### config.mk
export PLATFORM = sky130hd
export DESIGN_NAME = alu_op_sequencer
export DESIGN_NICKNAME = d
export VERILOG_FILES = /design/src/rtl/alu_seq_pkg.sv /design/src/rtl/alu_seq_regfile.sv /design/src/rtl/alu_op_sequencer.sv
export SDC_FILE = /design/constraint.sdc
export NUM_CORES = 1
export LEC_CHECK = 0
export BUFFER_PORTS_ARGS = -buffer_cell sky130_fd_sc_hd__buf_2
export CAP_MARGIN = 5
export CORE_MARGIN = 1.5
export CORE_UTILIZATION = 60
export CTS_BUF_LIST = sky130_fd_sc_hd__clkbuf_2
export CTS_CLUSTER_DIAMETER = 100
export DETAILED_ROUTE_END_ITERATION = 10
export GPL_TIMING_DRIVEN = 0
export PLACE_DENSITY = 0.95
export SLEW_MARGIN = 40
export SYNTH_ARGS = -nofsm -noshare
export SYNTH_HDL_FRONTEND = slang
export SYNTH_SLANG_ARGS = --single-unit
### constraint.sdc
create_clock -name clk -period 3.14 [get_ports clk]
set_input_delay 0.628 -clock clk [delete_from_list [all_inputs] [get_ports clk]]
set_output_delay 0.628 -clock clk [all_outputs]
set_load 0.1 [all_outputs]
### src/rtl/alu_seq_pkg.sv
// Shared opcodes, FSM state type and helpers for the ALU operation sequencer.
package alu_seq_pkg;

  localparam int DATA_W = 4;

  localparam logic [2:0] OP_ADD = 3'b000;
  localparam logic [2:0] OP_SUB = 3'b001;
  localparam logic [2:0] OP_AND = 3'b010;
  localparam logic [2:0] OP_OR  = 3'b011;
  localparam logic [2:0] OP_INC = 3'b100;
  localparam logic [2:0] OP_DEC = 3'b101;
  localparam logic [2:0] OP_XOR = 3'b110;
  localparam logic [2:0] OP_NOT = 3'b111;

  typedef enum logic [1:0] {IDLE, EXEC, WB, RESP} state_t;

  // The external ALU only defines carry/borrow for ADD and SUB.
  function automatic logic op_has_carry(input logic [2:0] op);
    return (op == OP_ADD) || (op == OP_SUB);
  endfunction

endpackage

### src/rtl/alu_seq_regfile.sv
// NREG x DATA_W register file: two combinational read ports, one synchronous write port.
module alu_seq_regfile
  import alu_seq_pkg::*;
#(
  parameter int NREG = 4,
  parameter int IW   = $clog2(NREG)
) (
  input  logic              clk,
  input  logic              rst_n,
  input  logic              we,
  input  logic [IW-1:0]     waddr,
  input  logic [DATA_W-1:0] wdata,
  input  logic [IW-1:0]     raddr_a,
  input  logic [IW-1:0]     raddr_b,
  output logic [DATA_W-1:0] rdata_a,
  output logic [DATA_W-1:0] rdata_b
);

  logic [DATA_W-1:0] regs [NREG];

  always_ff @(posedge clk or negedge rst_n) begin
    if (!rst_n) begin
      for (int i = 0; i < NREG; i++) regs[i] <= '0;
    end else if (we) begin
      regs[waddr] <= wdata;
    end
  end

  assign rdata_a = regs[raddr_a];
  assign rdata_b = regs[raddr_b];

endmodule

### src/rtl/alu_op_sequencer.sv
// Command-driven sequencer for the external 4-bit ALU: latch operands, settle, capture, respond.
// Optional build macro ALU_SEQ_STATS_EN adds saturating op_count / zero_count outputs.
module alu_op_sequencer
  import alu_seq_pkg::*;
#(
  parameter int NREG   = 4,
  parameter int SETTLE = 1
) (
  input  logic                    clk,
  input  logic                    rst_n,
  input  logic                    cmd_valid,
  output logic                    cmd_ready,
  input  logic [2:0]              cmd_op,
  input  logic [$clog2(NREG)-1:0] cmd_dst,
  input  logic [$clog2(NREG)-1:0] cmd_src_a,
  input  logic [$clog2(NREG)-1:0] cmd_src_b,
  input  logic                    cmd_imm_en,
  input  logic [3:0]              cmd_imm,
  output logic [3:0]              alu_a,
  output logic [3:0]              alu_b,
  output logic [2:0]              alu_s,
  input  logic [3:0]              alu_out,
  input  logic                    alu_carry,
  input  logic                    alu_zero,
  output logic                    rsp_valid,
  input  logic                    rsp_ready,
  output logic [3:0]              rsp_data,
  output logic                    rsp_carry,
  output logic                    rsp_zero,
  output logic                    busy
`ifdef ALU_SEQ_STATS_EN
  ,
  output logic [7:0]              op_count,
  output logic [7:0]              zero_count
`endif
);

  localparam int         IW        = $clog2(NREG);
  localparam logic [3:0] SETTLE_LD = 4'(SETTLE - 1);

  state_t            state;
  logic [IW-1:0]     dst_q;
  logic [3:0]        cnt;
  logic [DATA_W-1:0] rd_a;
  logic [DATA_W-1:0] rd_b;

  alu_seq_regfile #(.NREG(NREG), .IW(IW)) u_regfile (
    .clk     (clk),
    .rst_n   (rst_n),
    .we      (state == WB),
    .waddr   (dst_q),
    .wdata   (alu_out),
    .raddr_a (cmd_src_a),
    .raddr_b (cmd_src_b),
    .rdata_a (rd_a),
    .rdata_b (rd_b)
  );

  // alu_a/alu_b/alu_s double as the latched operands and opcode until the response is taken.
  always_ff @(posedge clk or negedge rst_n) begin
    if (!rst_n) begin
      state     <= IDLE;
      cmd_ready <= 1'b1;
      busy      <= 1'b0;
      rsp_valid <= 1'b0;
      rsp_data  <= '0;
      rsp_carry <= 1'b0;
      rsp_zero  <= 1'b0;
      alu_a     <= '0;
      alu_b     <= '0;
      alu_s     <= OP_ADD;
      dst_q     <= '0;
      cnt       <= '0;
    end else begin
      case (state)
        IDLE: begin
          if (cmd_valid) begin
            state     <= EXEC;
            cmd_ready <= 1'b0;
            busy      <= 1'b1;
            alu_a     <= rd_a;
            alu_b     <= cmd_imm_en ? cmd_imm : rd_b;
            alu_s     <= cmd_op;
            dst_q     <= cmd_dst;
            cnt       <= SETTLE_LD;
          end
        end
        EXEC: begin
          if (cnt == 4'd0) state <= WB;
          else             cnt   <= cnt - 4'd1;
        end
        WB: begin
          rsp_data  <= alu_out;
          rsp_zero  <= alu_zero;
          rsp_carry <= op_has_carry(alu_s) & alu_carry;
          rsp_valid <= 1'b1;
          state     <= RESP;
        end
        RESP: begin
          if (rsp_ready) begin
            rsp_valid <= 1'b0;
            cmd_ready <= 1'b1;
            busy      <= 1'b0;
            alu_a     <= '0;
            alu_b     <= '0;
            alu_s     <= OP_ADD;
            state     <= IDLE;
          end
        end
        default: state <= IDLE;
      endcase
    end
  end

`ifdef ALU_SEQ_STATS_EN
  function automatic logic [7:0] sat_inc(input logic [7:0] v);
    return (v == 8'hFF) ? v : v + 8'd1;
  endfunction

  always_ff @(posedge clk or negedge rst_n) begin
    if (!rst_n) begin
      op_count   <= '0;
      zero_count <= '0;
    end else if (state == WB) begin
      op_count <= sat_inc(op_count);
      if (alu_zero) zero_count <= sat_inc(zero_count);
    end
  end
`endif

endmodule

==> flow_summary.json, run 1 <==
{
  "outcome": "finished clean",
  "synth_top_family_by_area": "multiplexers",
  "final_nets": 233,
  "avgSynthCellArea_um2": 13.6,
  "cp.arrival_ns": 1.39,
  "grt_pass1_wl_um": 5820,
  "drt-initial-drc-count": 44,
  "ys_seq_area_frac": 0.528,
  "fmax_ghz": 0.495,
  "top_usage_layer": "met2",
  "setup_viol": 0,
  "layout-drive-gt1-share": 0.451,
  "maxCapViolations": 0,
  "grt_remaining_overflow": 0,
  "root_buffer": "clkbuf_2",
  "synth-compound-area-share": 0.104,
  "crit_fanout": 2,
  "clock_skew_ns": 0.0105,
  "worstMarginPinSlew_ns": 0.528,
  "start_kind": "register",
  "period_share": 0.643,
  "ys_ff_latch": 44,
  "synth_edf_count": 0,
  "area_growth_pct": 15.1,
  "ant_nets": 0,
  "grt_setup_unrepaired": "false",
  "crit_chain": "buf_2",
  "fill_cells": 237,
  "max_slew_margin": 0.648,
  "ys_top_cells_by_count": "dfrtp_1, mux2_2, nand2_1",
  "synth.area.top_cells": "dfrtp_1, mux2_2, mux4_2, ha_1, a22o_1",
  "cpLargestDelayFamily": "flip-flops",
  "required_ns": 2.51,
  "yosysTopAreaCellShare": 0.516,
  "hpwl_um": 2910,
  "use_met2": 0.360,
  "synthAdderAreaFrac": 0.0360,
  "clk_path_buf_depth": 2,
  "diodes": 0,
  "hold_viol": 0,
  "drt-pass1-iter-count": 4,
  "dr_total_vias": 1442,
  "clk_pin_slew_ns": 0.21,
  "async_flop_share": 1.00,
  "syn_area_um2": 2090,
  "critical-path-slowest-cell": "dfstp_2",
  "grt_antenna_before_repair": 0,
  "worst_setup_path_end_kind": "output pin",
  "cts_tree": "built",
  "cts_setup_buffers": 0,
  "cts_max_level": 2,
  "synthFlopType": "dfrtp_1",
  "die_area_um2": 3840,
  "grt_start_max_net_pins": 45,
  "path_buf_inv": 1,
  "drc": 0,
  "synth.most_common_cell": "dfrtp_1",
  "synth_cell_types": 33,
  "tns_ns": 0,
  "port_buffers": 43,
  "avgRoutedWirePerCell_um": 15.4,
  "critical-path-max-stage-delay_ns": 0.57,
  "clk_latency_ns": 0.40,
  "synthXorXnorAreaFrac": 0,
  "gp_congestion": 0.837,
  "routed_via_density": 5.77,
  "synth_cells": 153,
  "initial_core_util": 0.625,
  "numCtsBuffers": 5,
  "io_pins": 44,
  "synthesis.nets": 183,
  "synthMuxAreaShare": 0.216,
  "coreArea_um2": 3340,
  "hold_path.class": "in2async",
  "final_max_slew_viol_count": 0,
  "rows": 21,
  "grt_pass1_vias": 1306,
  "die_w_um": 62.0,
  "cts_resized": 0,
  "fin_crit_ns": 2.02,
  "track_usage": 0.214,
  "critPathKind": "reg2out",
  "use_met3": 0.0435,
  "die_h_um": 62.0,
  "wirelength_um": 3860,
  "yosys.area_share.simple": 0.0846,
  "cts_hold_buffers": 0,
  "yosys_warnings": 0,
  "met1_usage": 0.268,
  "yosys.area.top_type": "dfrtp_1",
  "cts_num_sinks": 44
}
==> routing by layer <==
| layer | up-vias | wire length [um] | share of wire |
|---|---|---|---|
| li1 | 670 | - | - |
| met3 | 7 | 197 | 0.051 |
| met2 | 54 | 1900 | 0.49 |
| met1 | 711 | 1700 | 0.44 |
| met4 | 0 | 53 | 0.014 |
| met5 | - | 0 | 0 |
==> worst paths after layout <==
path	depth (start not counted)	start	slack (ns)	end
max	1	cmd_ready	1.12	cmd_ready
min	1	rst_n	0.17	u_regfile.regs[9]
max reg2reg	7	state[0]	1.50	alu_b[1]
min reg2reg	2	cmd_ready	0.48	cmd_ready
max in group asynchronous	1	rst_n	2.60	cmd_ready
min in group clk	2	rsp_ready	0.42	rsp_valid
==> flip-flops by register name, indices dropped and copies added, names as in the netlist <==
signal	flops
state	2
rsp_carry	1
alu_b	4
alu_a	4
rsp_valid	1
u_regfile.regs	16
rsp_zero	1
rsp_data	4
busy	1
cmd_ready	1
alu_s	3
cnt	4
dst_q	2
==> kinds of logic after synthesis <==
kind of cell	count (synthesis)
simple gates	30
fa+ha+maj	6
mux	32
compound gates	30
buf+inv	11
flops	44
==> layout make-up <==
class	count	area, um^2	share of cell area
buffer	3	35.0	0.0146
multi-input combinational	98	918	0.383
inverter	8	30.0	0.0125
sequential	44	1100	0.459
clock buffer	5	25.0	0.0104
tap	46	57.6	0.0240
clock inverter	3	13.8	0.00574
timing repair buffer	43	218	0.0907
==> cell usage in the layout, fill, tap and decap left out, types with 3 or more instances in the layout <==
master / n
nand2_1: 11
ha_1: 6
a21oi_1: 5
nor3_1: 3
inv_1: 8
o21ai_0: 7
buf_2: 42
clkbuf_2: 5
mux2_2: 24
mux4_2: 8
a32oi_1: 4
dfrtp_1: 43
a22o_1: 8
==> stage by stage <==
step / setup WS (ns) / instances / instance area [um^2] / util / hold slack, ns
final: 1.12 / 250 / 2400 / 0.719 / 0.168
after global routing: 1.06 / 250 / 2400 / 0.719 / 0.196
after CTS: 1.11 / 250 / 2400 / 0.719 / 0.180
after detailed placement: 1.50 / 242 / 2360 / 0.708 / 0.457
after global placement: 1.52 / 242 / 2360 / 0.707 / 0.446
after floorplan: 1.60 / 153 / 2090 / - / 0.332
Power of run 1 is left out: the tool's default activity adds up to more than one toggle a clock period on the data nets, which glitch-free logic cannot reach.
==> inputs of run 2 (changes only) <==
--- a/config.mk
+++ b/config.mk
@@ -8,12 +8,12 @@
 export BUFFER_PORTS_ARGS = -buffer_cell sky130_fd_sc_hd__buf_2
 export CAP_MARGIN = 5
 export CORE_MARGIN = 1.5
-export CORE_UTILIZATION = 60
+export CORE_UTILIZATION = 56
 export CTS_BUF_LIST = sky130_fd_sc_hd__clkbuf_2
 export CTS_CLUSTER_DIAMETER = 100
 export DETAILED_ROUTE_END_ITERATION = 10
 export GPL_TIMING_DRIVEN = 0
-export PLACE_DENSITY = 0.95
+export PLACE_DENSITY = 0.92
 export SLEW_MARGIN = 40
 export SYNTH_ARGS = -nofsm -noshare
 export SYNTH_HDL_FRONTEND = slang
==> constraint.sdc (replaced) <==
create_clock -name clk -period 2 [get_ports clk]
set_input_delay 0.4 -clock clk [delete_from_list [all_inputs] [get_ports clk]]
set_output_delay 0.4 -clock clk [all_outputs]
set_load 0.1 [all_outputs]
==> flow_summary.json, run 2 (synthesized netlist as in run 1, its figures left out) <==
{
  "diodes": 0,
  "grt_antenna_before_repair": 0,
  "gp_congestion": 0.821,
  "die_w_um": 64.0,
  "critical-path-slowest-cell": "dfstp_2",
  "required_ns": 1.60,
  "coreArea_um2": 3440,
  "root_buffer": "clkbuf_2",
  "mostFrequentLayoutCell": "dfrtp_1",
  "clk_pin_slew_ns": 0.23,
  "avgRoutedWirePerCell_um": 16.1,
  "mostFrequentLayoutCells": "dfrtp_1, buf_2, mux2_2",
  "ant_nets": 0,
  "cp.arrival_ns": 1.42,
  "worstMarginPinSlew_ns": 0.528,
  "drt-pass1-iter-count": 4,
  "rows": 21,
  "cts_max_level": 2,
  "drc": 0,
  "maxCapViolations": 0,
  "hpwl_um": 2940,
  "critical-path-max-stage-delay_ns": 0.58,
  "fin_crit_ns": 1.82,
  "routed_via_density": 5.83,
  "path_buf_inv": 1,
  "start_kind": "register",
  "crit_fanout": 2,
  "io_pins": 44,
  "track_usage": 0.225,
  "grt_setup_unrepaired": "false",
  "reg2reg_slack_ns": 0.29,
  "largest_register_ffs": 16,
  "top_register": "u_regfile.regs",
  "grt_pass1_wl_um": 6970,
  "tns_ns": 0,
  "fmax_ghz": 0.550,
  "setup_viol": 0,
  "die_area_um2": 4100,
  "critPathKind": "reg2out",
  "crit_chain": "buf_2",
  "clock_skew_ns": 0.0110,
  "die_h_um": 64.0,
  "area_growth_pct": 17.2,
  "port_buffers": 43,
  "grt_pass1_vias": 1465,
  "final_nets": 234,
  "cpLargestDelayFamily": "flip-flops",
  "initial_core_util": 0.606,
  "final_max_slew_viol_count": 0,
  "hold_viol": 0,
  "worst_setup_path_end_kind": "output pin",
  "grt_start_max_net_pins": 45,
  "cts_tree": "built",
  "layout-drive-gt1-share": 0.454,
  "cts_num_sinks": 44,
  "period_share": 0.908,
  "outcome": "finished clean",
  "max_slew_margin": 0.648,
  "clk_latency_ns": 0.42,
  "drt-initial-drc-count": 97,
  "dr_total_vias": 1463,
  "wirelength_um": 4050,
  "hold_path.class": "in2reg",
  "grt_remaining_overflow": 0,
  "clk_path_buf_depth": 2,
  "cts_resized": 0,
  "numCtsBuffers": 5
}
==> run 2: changes by cell type in the layout (fill, tap and decap cells not counted) <==
cell	previous run	this run
bufinv_16	0	1
dlygate4sd3_1	0	1
clkinv_1	1	0
clkinv_2	2	0
clkinv_4	0	2
==> run 2: area by class of cell <==
class                      instances  area [um^2]
sequential                        44         1100
fill                             236          998
multi-input combinational         98          918
timing repair buffer              44          228
tap                               46         57.6
clock inverter                     3         47.5
buffer                             3         35.0
inverter                           8         30.0
clock buffer                       5         25.0
==> run 2: path summary, 6_finish.rpt <==
check | to | cells past startpoint | start
max | cmd_ready | 1 | cmd_ready
min | alu_s[2] | 2 | cmd_op[2]
max reg2reg | alu_b[3] | 6 | state[1]
min reg2reg | cmd_ready | 2 | cmd_ready
max in group asynchronous | cmd_ready | 2 | rst_n
min in group asynchronous | alu_a[0] | 2 | rst_n
==> run 2: routing by layer <==
metal | part of all wire | GRT usage
met2 | 0.50 | 0.368
met4 | 0.013 | 0.0516
met5 | 0 | 0
met3 | 0.053 | 0.0563
met1 | 0.43 | 0.306
==> run 2: through the flow <==
stage / cells / hold WS (ns) / cell area (um^2) / setup slack, ns / util
after floorplan: 153 / 0.104 / 2090 / 0.571 / -
after global placement: 242 / 0.447 / 2360 / 0.422 / 0.685
after detailed placement: 242 / 0.418 / 2360 / 0.342 / 0.686
after CTS: 251 / 0.171 / 2440 / 0.168 / 0.710
after global routing: 251 / 0.158 / 2440 / 0.0877 / 0.710
final: 251 / 0.182 / 2440 / 0.183 / 0.710
==> run 2: repair_timing <==
item	4_1_cts	5_1_grt
hold buffers	1	0
setup endpoints to repair	0	0
hold endpoints to repair	43	0
setup buffers	0	0
Power of run 2 is left out for the same reason.
==> inputs of run 3 (changes only) <==
--- a/config.mk
+++ b/config.mk
@@ -12,7 +12,7 @@
 export CTS_BUF_LIST = sky130_fd_sc_hd__clkbuf_2
 export CTS_CLUSTER_DIAMETER = 100
 export DETAILED_ROUTE_END_ITERATION = 10
-export GPL_TIMING_DRIVEN = 0
+export GPL_TIMING_DRIVEN = 1
 export PLACE_DENSITY = 0.92
 export SLEW_MARGIN = 40
 export SYNTH_ARGS = -nofsm -noshare
==> constraint.sdc (replaced) <==
create_clock -name clk -period 2 [get_ports clk]
set_input_delay 0.1 -clock clk [delete_from_list [all_inputs] [get_ports clk]]
set_output_delay 0.1 -clock clk [all_outputs]
set_load 0.1 [all_outputs]
==> flow_summary.json, run 3 (synthesized netlist as in run 1, its figures left out) <==
{
  "top_register": "u_regfile.regs",
  "crit_fanout": 13,
  "fmax_ghz": 0.599,
  "fin_crit_ns": 1.67,
  "reg2reg_to": "alu_b[3]",
  "area_growth_pct": 23.9,
  "hold_path.class": "in2reg",
  "numCtsBuffers": 5,
  "cts_hold_buffers": 17,
  "max_slew_margin": 0.587,
  "grt_pass1_wl_um": 7360,
  "min-delay-start": "cmd_valid",
  "track_usage": 0.234,
  "die_w_um": 64.0,
  "largest_register_ffs": 16,
  "hold_end": "cnt[1]",
  "ant_nets": 0,
  "coreArea_um2": 3440,
  "maxCapViolations": 0,
  "critPathKind": "reg2reg",
  "wirelength_um": 4280,
  "layout-drive-gt1-share": 0.421,
  "required_ns": 2.31,
  "final_max_slew_viol_count": 0,
  "root_buffer": "clkbuf_2",
  "cts_setup_buffers": 0,
  "fill_cells": 226,
  "die_h_um": 64.0,
  "drt-initial-drc-count": 64,
  "cts_resized": 0,
  "cts_num_sinks": 44,
  "r2r_start": "state[0]",
  "clk_path_buf_depth": 2,
  "io_pins": 44,
  "cts_tree": "built",
  "clk_pin_slew_ns": 0.21,
  "setup_viol": 0,
  "r2r_cells": 6,
  "mostFrequentLayoutCells": "dfrtp_1, buf_2, mux2_2",
  "cp.arrival_ns": 1.98,
  "hold_viol": 0,
  "dr_total_vias": 1529,
  "worstMarginPinSlew_ns": 0.617,
  "outcome": "finished clean",
  "grt_start_max_net_pins": 30,
  "worst_setup_path_end_kind": "register",
  "clock_skew_ns": 0.0150,
  "tns_ns": 0,
  "port_buffers": 43,
  "drc": 0,
  "reg2reg_slack_ns": 0.33,
  "gp_congestion": 0.857,
  "grt_setup_unrepaired": "false",
  "start_kind": "register",
  "hpwl_um": 3070,
  "die_area_um2": 4100,
  "grt_remaining_overflow": 0,
  "grt_antenna_before_repair": 0,
  "grt_pass1_vias": 1571,
  "period_share": 0.835,
  "avgRoutedWirePerCell_um": 16.0,
  "final_nets": 250,
  "routed_via_density": 5.73,
  "clk_latency_ns": 0.39,
  "drt-pass1-iter-count": 4,
  "diodes": 0,
  "initial_core_util": 0.606,
  "min_path_cells": 4,
  "cts_max_level": 2,
  "rows": 21
}
[run 3: layout make-up]
| cell class | count | area (um^2) | share of cell area |
|---|---|---|---|
| flip-flops and latches | 44 | 1100 | 0.427 |
| multi-input cells | 98 | 918 | 0.355 |
| repair buffers | 63 | 408 | 0.158 |
| clock buffers | 5 | 25.0 | 0.00969 |
| clock inverters | 3 | 42.5 | 0.0165 |
| inverters | 8 | 30.0 | 0.0116 |
| well taps | 46 | 57.6 | 0.0223 |
[run 3: routing by layer]
metal  global-route usage  vias up  part of all wire
met5                    0        -                 0
met4               0.0707        0            0.0098
met3               0.0458        7             0.049
met2                0.405       53              0.52
met1                0.298      759              0.42
li1                     -      710                 -
[run 3: critical path, cell delays in order, from the launching register on]
cell and delay (ns):
dfrtp_1 0.42, inv_1 0.10, ha_1 0.29, nand2b_2 0.13
o211ai_2 0.28, a32oi_1 0.28, nand2_1 0.08
[run 3: through the flow]
step                      std cells  setup WS [ns]  area, um^2  utilization  hold slack (ns)
after floorplan                 153          0.571        2090            -           -0.196
after global placement          242          0.436        2350        0.682            0.148
after detailed placement        242          0.368        2350        0.682            0.152
after CTS                       267          0.346        2580        0.751           0.0965
after global routing            267          0.155        2580        0.751           0.0922
final                           267          0.329        2580        0.751            0.119
[run 3: how the worst max path moves through the flow]
stage	depth (start not counted)	to	start
detailed placement	6	alu_b[3]	state[0]
global route	6	alu_b[3]	state[1]
floorplan	6	alu_s[2]	state[0]
finish	6	alu_b[3]	state[0]
CTS	6	alu_b[3]	state[0]
global placement	6	alu_b[0]	state[0]
Power of run 3 is left out for the same reason.
